--- config.mk ---
export PLATFORM = sky130hd
export DESIGN_NAME = sub_seq
export DESIGN_NICKNAME = d
export VERILOG_FILES = /design/src/rtl/sub_seq_pkg.sv /design/src/rtl/sub_seq_h_sub.sv /design/src/rtl/sub_seq.sv
export SDC_FILE = /design/constraint.sdc
export NUM_CORES = 1
export LEC_CHECK = 0
export CAP_MARGIN = 20
export CORE_ASPECT_RATIO = 0.7
export CORE_UTILIZATION = 61
export CTS_CLUSTER_DIAMETER = 60
export CTS_CLUSTER_SIZE = 14
export DETAILED_ROUTE_END_ITERATION = 12
export DONT_BUFFER_PORTS = 1
export MAX_ROUTING_LAYER = met4
export PLACE_DENSITY = 0.82
export SKIP_LAST_GASP = 1
export SYNTH_ARGS = -nofsm -noshare
export SYNTH_HDL_FRONTEND = slang
export SYNTH_SLANG_ARGS = --single-unit
--- constraint.sdc ---
create_clock -name clk -period 3.3 [get_ports clk]
set_clock_uncertainty 0.1 [all_clocks]
set_input_delay 0.825 -clock clk [delete_from_list [all_inputs] [get_ports clk]]
set_output_delay 0.825 -clock clk [all_outputs]
set_load 0.005 [all_outputs]
--- src/rtl/sub_seq_pkg.sv ---
// Shared constants for the digit-serial subtractor: FSM state codes and digit-count helpers.
package sub_seq_pkg;

    localparam logic [1:0] ST_IDLE = 2'd0;
    localparam logic [1:0] ST_RUN  = 2'd1;
    localparam logic [1:0] ST_DONE = 2'd2;

    function automatic int num_digits(input int n, input int k);
        return n / k;
    endfunction

    // A single-digit configuration still needs a 1-bit counter.
    function automatic int cnt_width(input int n, input int k);
        return (n / k > 1) ? $clog2(n / k) : 1;
    endfunction

endpackage

--- src/rtl/sub_seq_h_sub.sv ---
// K-bit combinational digit subtractor: diff_d = a_d - b_d - borrow_in.
// The extra top bit of the widened difference is the digit borrow-out.
module h_sub #(
    parameter int K = 2
) (
    input  logic [K-1:0] a_d,
    input  logic [K-1:0] b_d,
    input  logic         borrow_in,
    output logic [K-1:0] diff_d,
    output logic         borrow_out
);

    logic [K:0] full;

    assign full       = {1'b0, a_d} - {1'b0, b_d} - {{K{1'b0}}, borrow_in};
    assign diff_d     = full[K-1:0];
    assign borrow_out = full[K];

endmodule

--- src/rtl/sub_seq.sv ---
// Digit-serial subtractor computing a - b - b_in, K bits per cycle, LSD first.
// Optional SUB_SEQ_SAT_EN: saturate diff to the signed limit when ovf is set.
module sub_seq
    import sub_seq_pkg::*;
#(
    parameter int N = 8,
    parameter int K = 2
) (
    input  logic         clk,
    input  logic         rst_n,
    input  logic         in_valid,
    output logic         in_ready,
    input  logic [N-1:0] a,
    input  logic [N-1:0] b,
    input  logic         b_in,
    output logic         out_valid,
    input  logic         out_ready,
    output logic [N-1:0] diff,
    output logic         b_out,
    output logic         ovf
);

    localparam int ND = num_digits(N, K);
    localparam int CW = cnt_width(N, K);

    logic [1:0]    state;
    logic [N-1:0]  a_r;
    logic [N-1:0]  b_r;
    logic [N-1:0]  diff_r;
    logic          borrow;
    logic          b_out_r;
    logic          ovf_r;
    logic [CW-1:0] cnt;

    logic [K-1:0]  a_d;
    logic [K-1:0]  b_d;
    logic [K-1:0]  diff_d;
    logic          borrow_d;
    logic          last;
    logic          raw_ovf;

    assign a_d  = a_r[int'(cnt)*K +: K];
    assign b_d  = b_r[int'(cnt)*K +: K];
    assign last = (cnt == CW'(ND - 1));

    // Only meaningful on the last digit, whose top bit is diff[N-1].
    assign raw_ovf = (a_r[N-1] != b_r[N-1]) && (diff_d[K-1] != a_r[N-1]);

    h_sub #(.K(K)) u_h_sub (
        .a_d        (a_d),
        .b_d        (b_d),
        .borrow_in  (borrow),
        .diff_d     (diff_d),
        .borrow_out (borrow_d)
    );

    always_ff @(posedge clk or negedge rst_n) begin
        if (!rst_n) begin
            state   <= ST_IDLE;
            a_r     <= '0;
            b_r     <= '0;
            diff_r  <= '0;
            borrow  <= 1'b0;
            b_out_r <= 1'b0;
            ovf_r   <= 1'b0;
            cnt     <= '0;
        end else begin
            case (state)
                ST_IDLE: begin
                    if (in_valid) begin
                        a_r    <= a;
                        b_r    <= b;
                        borrow <= b_in;
                        cnt    <= '0;
                        state  <= ST_RUN;
                    end
                end
                ST_RUN: begin
                    diff_r[int'(cnt)*K +: K] <= diff_d;
                    borrow <= borrow_d;
                    cnt    <= cnt + 1'b1;
                    if (last) begin
                        b_out_r <= borrow_d;
                        ovf_r   <= raw_ovf;
                        state   <= ST_DONE;
`ifdef SUB_SEQ_SAT_EN
                        // Overrides the digit write above with the signed limit.
                        if (raw_ovf)
                            diff_r <= a_r[N-1] ? {1'b1, {(N-1){1'b0}}} : {1'b0, {(N-1){1'b1}}};
`endif
                    end
                end
                ST_DONE: begin
                    if (out_ready)
                        state <= ST_IDLE;
                end
                default: state <= ST_IDLE;
            endcase
        end
    end

    assign in_ready  = (state == ST_IDLE);
    assign out_valid = (state == ST_DONE);
    assign diff      = diff_r;
    assign b_out     = b_out_r;
    assign ovf       = ovf_r;

endmodule
**Word-level counts from Yosys, hierarchy flattened**

Index checks and enable logic that the tools add are counted.

- $add $sub $neg: 4
- Eq/ne operators: 8
- Shift-type cells: 4
- Multiplexer cells: 9
- Reductions and logical operators: 7

Operator list:

| kind | count |
|---|---|
| 3-bit negator with 33-bit output | 1 |
| 2-bit by 33-bit variable shift with 8-bit output, first input constant | 1 |
| 2-bit by 33-bit variable part select with 8-bit output | 1 |
| 8-bit by 4-bit variable part select with 2-bit output | 2 |
| 8-bit bitwise mux | 1 |
| 2-bit 2-to-1 mux | 4 |
| 2-bit one-hot mux with 3 select lines | 1 |
| 2-bit AND reduction | 3 |
| 2-bit == test, second input constant | 2 |
| 2-bit != test, second input constant | 2 |
| 2-bit one-hot mux with 2 select lines | 1 |
| 3-bit AND reduction | 1 |
| 2-bit by 2-bit subtractor with 3-bit output | 1 |
| 3-bit by 1-bit subtractor with 3-bit output | 1 |
| 2-bit by 1-bit adder with 2-bit output, second input constant | 1 |
| 2-bit by 1-bit == test with 1-bit output, second input constant | 1 |
| 2-bit zero test | 1 |
| 1-bit != test | 2 |
| 2-bit by 1-bit != test with 1-bit output, second input constant | 1 |
| 1-bit one-hot mux with 2 select lines | 1 |
| 2-bit nonzero test | 1 |
| 1-bit logical AND | 1 |
| 1-bit 2-to-1 mux | 1 |

- Flip-flop bits (word level): 31
- Bits of input ports: 21
- Output and inout port bits: 12

**Depth between registers and ports, before layout**

Gate-level depths: netlist of the first run.

- Depth after elaboration: 5
- Gate-level depth with buffers: 9
- Gate-level depth less buffers: 8

**Hierarchy**

From an unflattened synthesis of the first run, not the netlist that was laid out.

- Cells, all modules: 148
- Area, all modules: 1505.2 µm²

By module, submodules not included:

| module | times used | cells each | area an instance (µm²) | seq. area each (µm²) |
|---|---|---|---|---|
| sub_seq | 1 | 140 | 1442.6 | 775.7 |
| h_sub | 1 | 8 | 62.6 | 0.0 |

**Worst setup path after synthesis of the first run**

OpenSTA, ideal clock, no wires.

- Kind: register -> register
- Start: register cnt[0]
- End: register ovf_r (netlist: ovf)
- Data arrival time: 2.490 ns
- Required time: 3.072 ns
- Path slack: 0.583 ns
- Cell stages (with the launch flop): 9
- Path buffers: 1
- Period minus slack after synthesis: 2.717 ns
- Path through: dfrtp_1 buf_2 mux4_2 fa_1 inv_1 fa_1 nand2_1 o22ai_1 mux2_1

- Word-level cells in the longest chain between the ends: 5
- Elaborated cells on any way between the ends: 8
- Those cells by class: add/sub (2); eq/ne (2); shift (2); reduce/logical (2)

RTL lines:

| what | line | text |
|---|---|---|
| start: declaration | sub_seq.sv:33 | `logic [CW-1:0] cnt;` |
| start signal: assignment | sub_seq.sv:81 | `cnt <= cnt + 1'b1;` |
| 8-bit by 4-bit variable part select with 2-bit output (on tied branches) | sub_seq.sv:42, sub_seq.sv:43 |  |
| 2-bit by 2-bit subtractor with 3-bit output | sub_seq_h_sub.sv:15 | `assign full = {1'b0, a_d} - {1'b0, b_d} - {{K{1'b0}}, borrow_in};` |
| 3-bit by 1-bit subtractor with 3-bit output | sub_seq_h_sub.sv:15 |  |
| 1-bit != test | sub_seq.sv:47 | `assign raw_ovf = (a_r[N-1] != b_r[N-1]) && (diff_d[K-1] != a_r[N-1]);` |
| 1-bit logical AND | sub_seq.sv:47 |  |
| end signal: assignment | sub_seq.sv:84 | `ovf_r <= raw_ovf;` |
| end: declaration | sub_seq.sv:32 | `logic ovf_r;` |

Parallel ways exist; a longest one is shown, timed or not.
A chain may end at the register's enable or synchronous reset.

**Worst setup path in the final report of the first run**

Ends and elaborated chain as after synthesis.

==> results of run 1 <==
[layout by cell type (no fill, tap or decap), types with 3 or more instances in the layout]
master | Yosys | routed
mux4_2 | 4 | 4
inv_1 | 8 | 8
mux2_1 | 12 | 12
dfrtp_1 | 31 | 31
mux2_2 | 8 | 8
ha_1 | 6 | 6
nand2_1 | 9 | 9
clkbuf_4 | 0 | 5
clkinv_2 | 0 | 3
nand2b_1 | 4 | 4
[metrics by stage]
step,cells,utilization [%]
6_report,150,71.4
4_1_cts,150,71.4
2_1_floorplan,112,-
5_1_grt,150,71.4
3_3_place_gp,142,69.1
3_5_place_dp,142,69.1
[Yosys cell counts]
| master | n |
|---|---|
| inv_1 | 8 |
| dfrtp_1 | 31 |
| o21ai_2 | 2 |
| nand4_1 | 1 |
| nor2b_1 | 2 |
| nand3b_1 | 2 |
| nand2b_1 | 4 |
| ha_1 | 6 |
| nand2_1 | 9 |
| nor3b_1 | 1 |
| mux4_2 | 4 |
| or4b_4 | 1 |
| mux2_1 | 12 |
| nor2_1 | 1 |
| o2bb2ai_1 | 2 |
| a22oi_1 | 1 |
| buf_2 | 4 |
| fa_1 | 2 |
| or3_1 | 1 |
| o41ai_1 | 2 |
| nor4b_1 | 2 |
| o22ai_1 | 1 |
| o21bai_1 | 1 |
| mux2_2 | 8 |
| o21ai_0 | 2 |
| o31ai_1 | 2 |
[power breakdown]
group / switching (mW) / total, mW / leakage [nW] / internal, mW
combinational: 0.461 / 0.854 / 0.293 / 0.393
clock: 0.135 / 0.214 / 0.0347 / 0.0791
sequential: 0.133 / 0.685 / 0.384 / 0.552
total: 0.729 / 1.75 / 0.712 / 1.02
[layout make-up]
class | count | area share, %
clock buffers | 5 | 2.36
inverters | 8 | 1.89
flip-flops and latches | 31 | 48.8
well taps | 32 | 2.52
clock inverters | 3 | 0.945
repair buffers | 2 | 0.945
multi-input cells | 69 | 42.5
[cell families (layout without fill, tap and decap cells)]
group | after synthesis | after routing | synth area share [%]
fa+ha+maj | 8 | 8 | 7.69
compound gates | 13 | 13 | 6.61
buf+inv | 12 | 18 | 3.34
flops | 31 | 31 | 51.8
mux | 24 | 24 | 21.1
simple gates | 24 | 24 | 9.45
[worst min-delay path by stage]
stage	start	to	slack, ns	cells after the start
final	rst_n	a_r[3]	0.06	0
after global routing	rst_n	a_r[1]	0.03	0
after CTS	rst_n	borrow	0.05	0
after detailed placement	a_r[5]	a_r[5]	0.37	1
after global placement	a_r[5]	a_r[5]	0.37	1
after floorplan	a_r[5]	a_r[5]	0.35	1
[critical path: cells and delay by family (launching register included)]
family                     cells  cell delay (ns)
muxes                          2             0.84
and+or+nand+nor                1             0.13
buffers and inverters          1             0.08
adders and majority gates      2             0.92
AOI/OAI and AO/OA              1             0.09
DFF                            1             0.42
[registers in the layout, indices dropped and copies added, names as in the netlist]
| register | cells |
|---|---|
| cnt | 2 |
| diff | 8 |
| borrow | 1 |
| b_r | 8 |
| ovf | 1 |
| a_r | 8 |
| b_out | 1 |
| state | 2 |
[per-layer routing]
metal | vias to the layer above | part of all wire, % | GRT usage [%]
li1 | 406 | - | -
met1 | 456 | 43 | 30.9
met2 | 39 | 46 | 34.6
met3 | 6 | 8.6 | 12.5
met4 | 0 | 2.3 | 12.7
met5 | - | 0 | -
==> metrics.cfg, run 1 <==
[outcome]
outcome=finished, final reports clean

[final_layout]
nNetsFinal=146
multiInputGateArea_sq_um=676
register_area_sq_um=776
antennaDiodeCount=0
num-fill-cells=164
area_delta_synth_final_pct=6.19
fin_area_sq_mm=0.00159
drive_gt1_share_pct=22.0

[sta]
max_slew.worst_pin.slew_ns=0.611
timing.final.ws_setup_ns=0.630
rsz0062_at_grt=false
tns_ns=0
timing.fmax_mhz=375
slew_violations=0
finalSetupViolCount=0
post-route-period-util_pct=80.9
hold_ws_ns=0.0591
maxSlewHeadroom_pct=59.2
hold_viol=0
fin_crit_ns=2.67

[flow_run]
cap_violations=0

[clock_tree]
clk_latency_ns=0.34
cts_hold_buf=0
htree_levels=2
cts.sinks=31
cts_resized=0
clock_path_buffers=2
clkTransAtPathRegs_ns=0.10
post_cts_buffers=0
clock-root-buffer=clkbuf_4
cts_made_buffers=5
cts_tree=built

[logic_synthesis]
netlist_top_cells_area=dfrtp_1 52%, mux2_1 9.0%, mux2_2 6.0%, mux4_2 6.0%, ha_1 5.0%
ys_warn_count=0
synth-seq-area-share_pct=51.8
ys_ff_latch=31
synth_area_leader_cell=dfrtp_1
syn_inst=112
synth_top_area_share_pct=51.8
synth_area_sq_mm=0.00150
synth_nets=141
syn_area_per_cell_sq_um=13.4
ys_types=26

[setup_path]
worstSetupEndpointType=flip-flop
crit_fanout=6
cpPeakStageDelay_ns=0.54
r2r-end=ovf
reg2reg_depth=7
cpMaxStageDelayCell=mux4_2
startpoint_type=flip-flop
crit_top_cell=fa_1
path_cells=mux4_2 -> fa_1 -> inv_1 -> fa_1 -> nand2_1 -> o22ai_1 -> mux2_1
worstReg2RegStart=cnt[0]
reg2reg_slack_ns=0.63
required_ns=3.44
arrival_ns=2.81
critPathKind=reg -> reg
crit_start=cnt[0]
endpoint=ovf

[drt]
finalWirelength_um=2700
vias_per_cell=6.05
dr.pass1.iters=4
antenna_left=0
route.detailed.drc=0
routedWlPerCell_um=18.0
num_vias=907
drt_iter0_drc=38

[floorplan]
ios=33
coreArea_sq_mm=0.00222
start_util_pct=67.3
die_x_um=61.2
die_y_um=43.4
rows=14
die_area_sq_mm=0.00266

[global_route]
grt_max_degree=32
grt_usage_pct=25.3
grt_first_pass_wirelength_um=4310
antenna_found_initial=0
grt_pass1_vias=913
grt_overflow=0

[place]
placed_cell_area_sq_mm=0.00154
detailedPlace.worstSlack_ns=0.628
place_congestion=0.826
dp_hpwl_um=1920
io_buffers=0

[power_and_ir_drop]
worst_ir_drop_vdd_mv=0.586
total_power_mw=1.75
power_leakage_nw=0.712
powerDensity_mw_per_mm2=1100

[min_path]
hp-class=in -> async

Power figures use the tool's default switching activity.
==> run 2: changes to the inputs <==
==> constraint.sdc (replaced) <==
create_clock -name clk -period 2.5 [get_ports clk]
set_clock_uncertainty 0.1 [all_clocks]
set_input_delay 0.625 -clock clk [delete_from_list [all_inputs] [get_ports clk]]
set_output_delay 0.625 -clock clk [all_outputs]
set_load 0.005 [all_outputs]
==> run 2 against run 1 <==
  * The run now ends with setup timing left
  * Cell area up 5.4%
  * Critical path depth up 1
  * Worst hold slack worse by 0.055 ns
  * Critical endpoint unchanged
  * Register-to-register slack worse by 0.64 ns
  * Count of clock-buffer cells in the layout up 2
  * Sequential power up 31%
  * Total power up 44%
  * Final cell count up 4.0%
  * Sequential share of layout area down 2.5 points
  * Combinational power up 58%
  * Global-route usage up 0.12 points
  * Largest cell class unchanged
  * Core utilization up 3.9 points
==> metrics.cfg, run 2 (synthesized netlist as in run 1, its figures left out) <==
[outcome]
outcome=complete, but fails checks  ; was finished, final reports clean
violations=setup timing

[min_path]
hp-class=in -> async  ; unchanged

[setup_path]
path_cells=buf_6 -> mux4_2 -> inv_2 -> fa_2 -> inv_2 -> fa_2 -> o22ai_1 -> mux2_4  ; was mux4_2 -> fa_1 -> inv_1 -> fa_1 -> nand2_1 -> o22ai_1 -> mux2_1
arrival_ns=2.63  ; was 2.81 ns
reg2reg_slack_ns=-0.009  ; was 0.63 ns
reg2reg_depth=8  ; was 7
worstSetupEndpointType=flip-flop  ; unchanged
crit_fanout=6  ; unchanged
critPathKind=reg -> reg  ; unchanged
required_ns=2.62  ; was 3.44 ns
startpoint_type=flip-flop  ; unchanged
cpPeakStageDelay_ns=0.59  ; was 0.54 ns
cpMaxStageDelayCell=fa_2  ; was mux4_2

[floorplan]
die_x_um=61.2  ; unchanged
die_y_um=43.4  ; unchanged
coreArea_sq_mm=0.00222  ; unchanged
ios=33  ; unchanged
die_area_sq_mm=0.00266  ; unchanged
rows=14  ; unchanged
start_util_pct=67.3  ; unchanged

[final_layout]
final_cells=156  ; was 150
final_common_cell=dfrtp_1  ; unchanged
fin_area_sq_mm=0.00168  ; was 0.00159 sq mm
post-route-util_pct=75.3  ; was 71.4%
area_delta_synth_final_pct=12.0  ; was 6.19%
final_cell_mix=31 x dfrtp_1, 11 x mux2_1, 9 x nand2_1  ; was 31 x dfrtp_1, 12 x mux2_1, 9 x nand2_1
antennaDiodeCount=0  ; unchanged
drive_gt1_share_pct=29.0  ; was 22.0%
nNetsFinal=152  ; was 146

[sta]
tns_ns=-0.00855  ; was 0 ns
post-route-period-util_pct=100  ; was 80.9%
max_slew.worst_pin.slew_ns=0.553  ; was 0.611 ns
timing.final.ws_setup_ns=-0.00855  ; was 0.630 ns
maxSlewHeadroom_pct=63.0  ; was 59.2%
hold_viol=0  ; unchanged
hold_ws_ns=0.00451  ; was 0.0591 ns
fin_crit_ns=2.51  ; was 2.67 ns
finalSetupViolCount=1  ; was 0
slew_violations=0  ; unchanged
rsz0062_at_grt=true  ; was false
timing.fmax_mhz=399  ; was 375 MHz

[clock_tree]
clock-root-buffer=clkbuf_4  ; unchanged
clk_latency_ns=0.33  ; was 0.34 ns
clock_path_buffers=2  ; unchanged
htree_levels=2  ; unchanged
cts.sinks=31  ; unchanged
clkTransAtPathRegs_ns=0.09  ; was 0.10 ns
cts_tree=built  ; unchanged
cts_made_buffers=5  ; unchanged

[place]
dp_hpwl_um=1980  ; was 1920 um
place_congestion=0.855  ; was 0.826
placed_cell_area_sq_mm=0.00158  ; was 0.00154 sq mm
io_buffers=0  ; unchanged
placedCellCount=145  ; was 142

[drt]
finalWirelength_um=2630  ; was 2700 um
drt_iter0_drc=43  ; was 38
num_vias=917  ; was 907
route.detailed.drc=0  ; unchanged
routedWlPerCell_um=16.9  ; was 18.0 um
antenna_left=0  ; unchanged
vias_per_cell=5.88  ; was 6.05
dr.pass1.iters=4  ; unchanged

[global_route]
grt_first_pass_wirelength_um=4460  ; was 4310 um
antenna_found_initial=0  ; unchanged
grt_overflow=0  ; unchanged
grt_pass1_vias=942  ; was 913
grt_max_degree=32  ; unchanged
grt_usage_pct=25.4  ; was 25.3%

[power_and_ir_drop]
powerDensity_mw_per_mm2=1500  ; was 1100 mW/mm^2
worst_ir_drop_vdd_mv=0.770  ; was 0.586 mV
power_leakage_nw=0.746  ; was 0.712 nW

[flow_run]
cap_violations=0  ; unchanged

## run 2: cell types whose count changed in the layout (fill, tap and decap cells not counted)
cell / delta
inv_2: +2
buf_12: +2
mux2_4: +1
fa_1: -2
inv_1: -2
buf_6: +1
nor4b_2: +1
buf_4: +3
clkbuf_1: +2
clkinv_2: -2
fa_2: +2
mux2_1: -1
nor4b_1: -1
## run 2: worst max-delay path: cells and delay by family (launching register included)
kind,cells,cell delay [ns]
adders and majority gates,2,0.77
buffers and inverters,3,0.23
DFF,1,0.41
AOI/OAI and AO/OA,1,0.11
muxes,2,0.77
## run 2: final cells by class
class / instances / area [sq um]
Clock buffer: 7 / 45.0
Clock inverter: 1 / 5.00
Fill cell: 164 / 549
Inverter: 8 / 30.0
Multi-Input combinational cell: 69 / 691
Sequential cell: 31 / 776
Tap cell: 32 / 40.0
Timing Repair Buffer: 8 / 88.8
## run 2: where the power goes
| part | leakage [nW] | internal, mW | switching [mW] |
|---|---|---|---|
| Sequential | 0.384 | 0.729 | 0.165 |
| Clock | 0.0293 | 0.109 | 0.162 |
| Combinational | 0.332 | 0.678 | 0.676 |
| Total | 0.746 | 1.52 | 1.00 |
## run 2: final timing paths
path / from / endpoint
min reg2reg: a_r[2] / a_r[2]
max reg2reg: cnt[0] / ovf
max in group asynchronous: rst_n / b_r[4]
max: cnt[0] / ovf
min: rst_n / a_r[7]
min in group clk: out_ready / state[1]
## run 2: repair_timing
item / 4_1_cts / 5_1_grt
hold buffers: 1 / 0
endpoints found under the setup margin: 1 / 3
endpoints found under the hold margin: 31 / 0
resized for setup: 2 / 2
pin swaps: 4 / 2
buffers inserted: 2 / 0
## run 2: per-layer routing
metal	wire, um	vias up	share of wire [%]	global-route usage, %
met5	0	-	0	-
met3	181	8	6.9	8.06
met4	52	0	2.0	10.9
li1	-	424	-	-
met2	1230	28	47	35.7
met1	1170	457	44	34.2
## run 2: stage by stage
step           total power, mW  setup WS, ns
5_1_grt                   2.72       -0.0971
3_5_place_dp              2.11       -0.0372
3_3_place_gp              2.06        0.0349
6_report                  2.52      -0.00855
2_1_floorplan             1.79       -0.0550
4_1_cts                   2.50       -0.0103
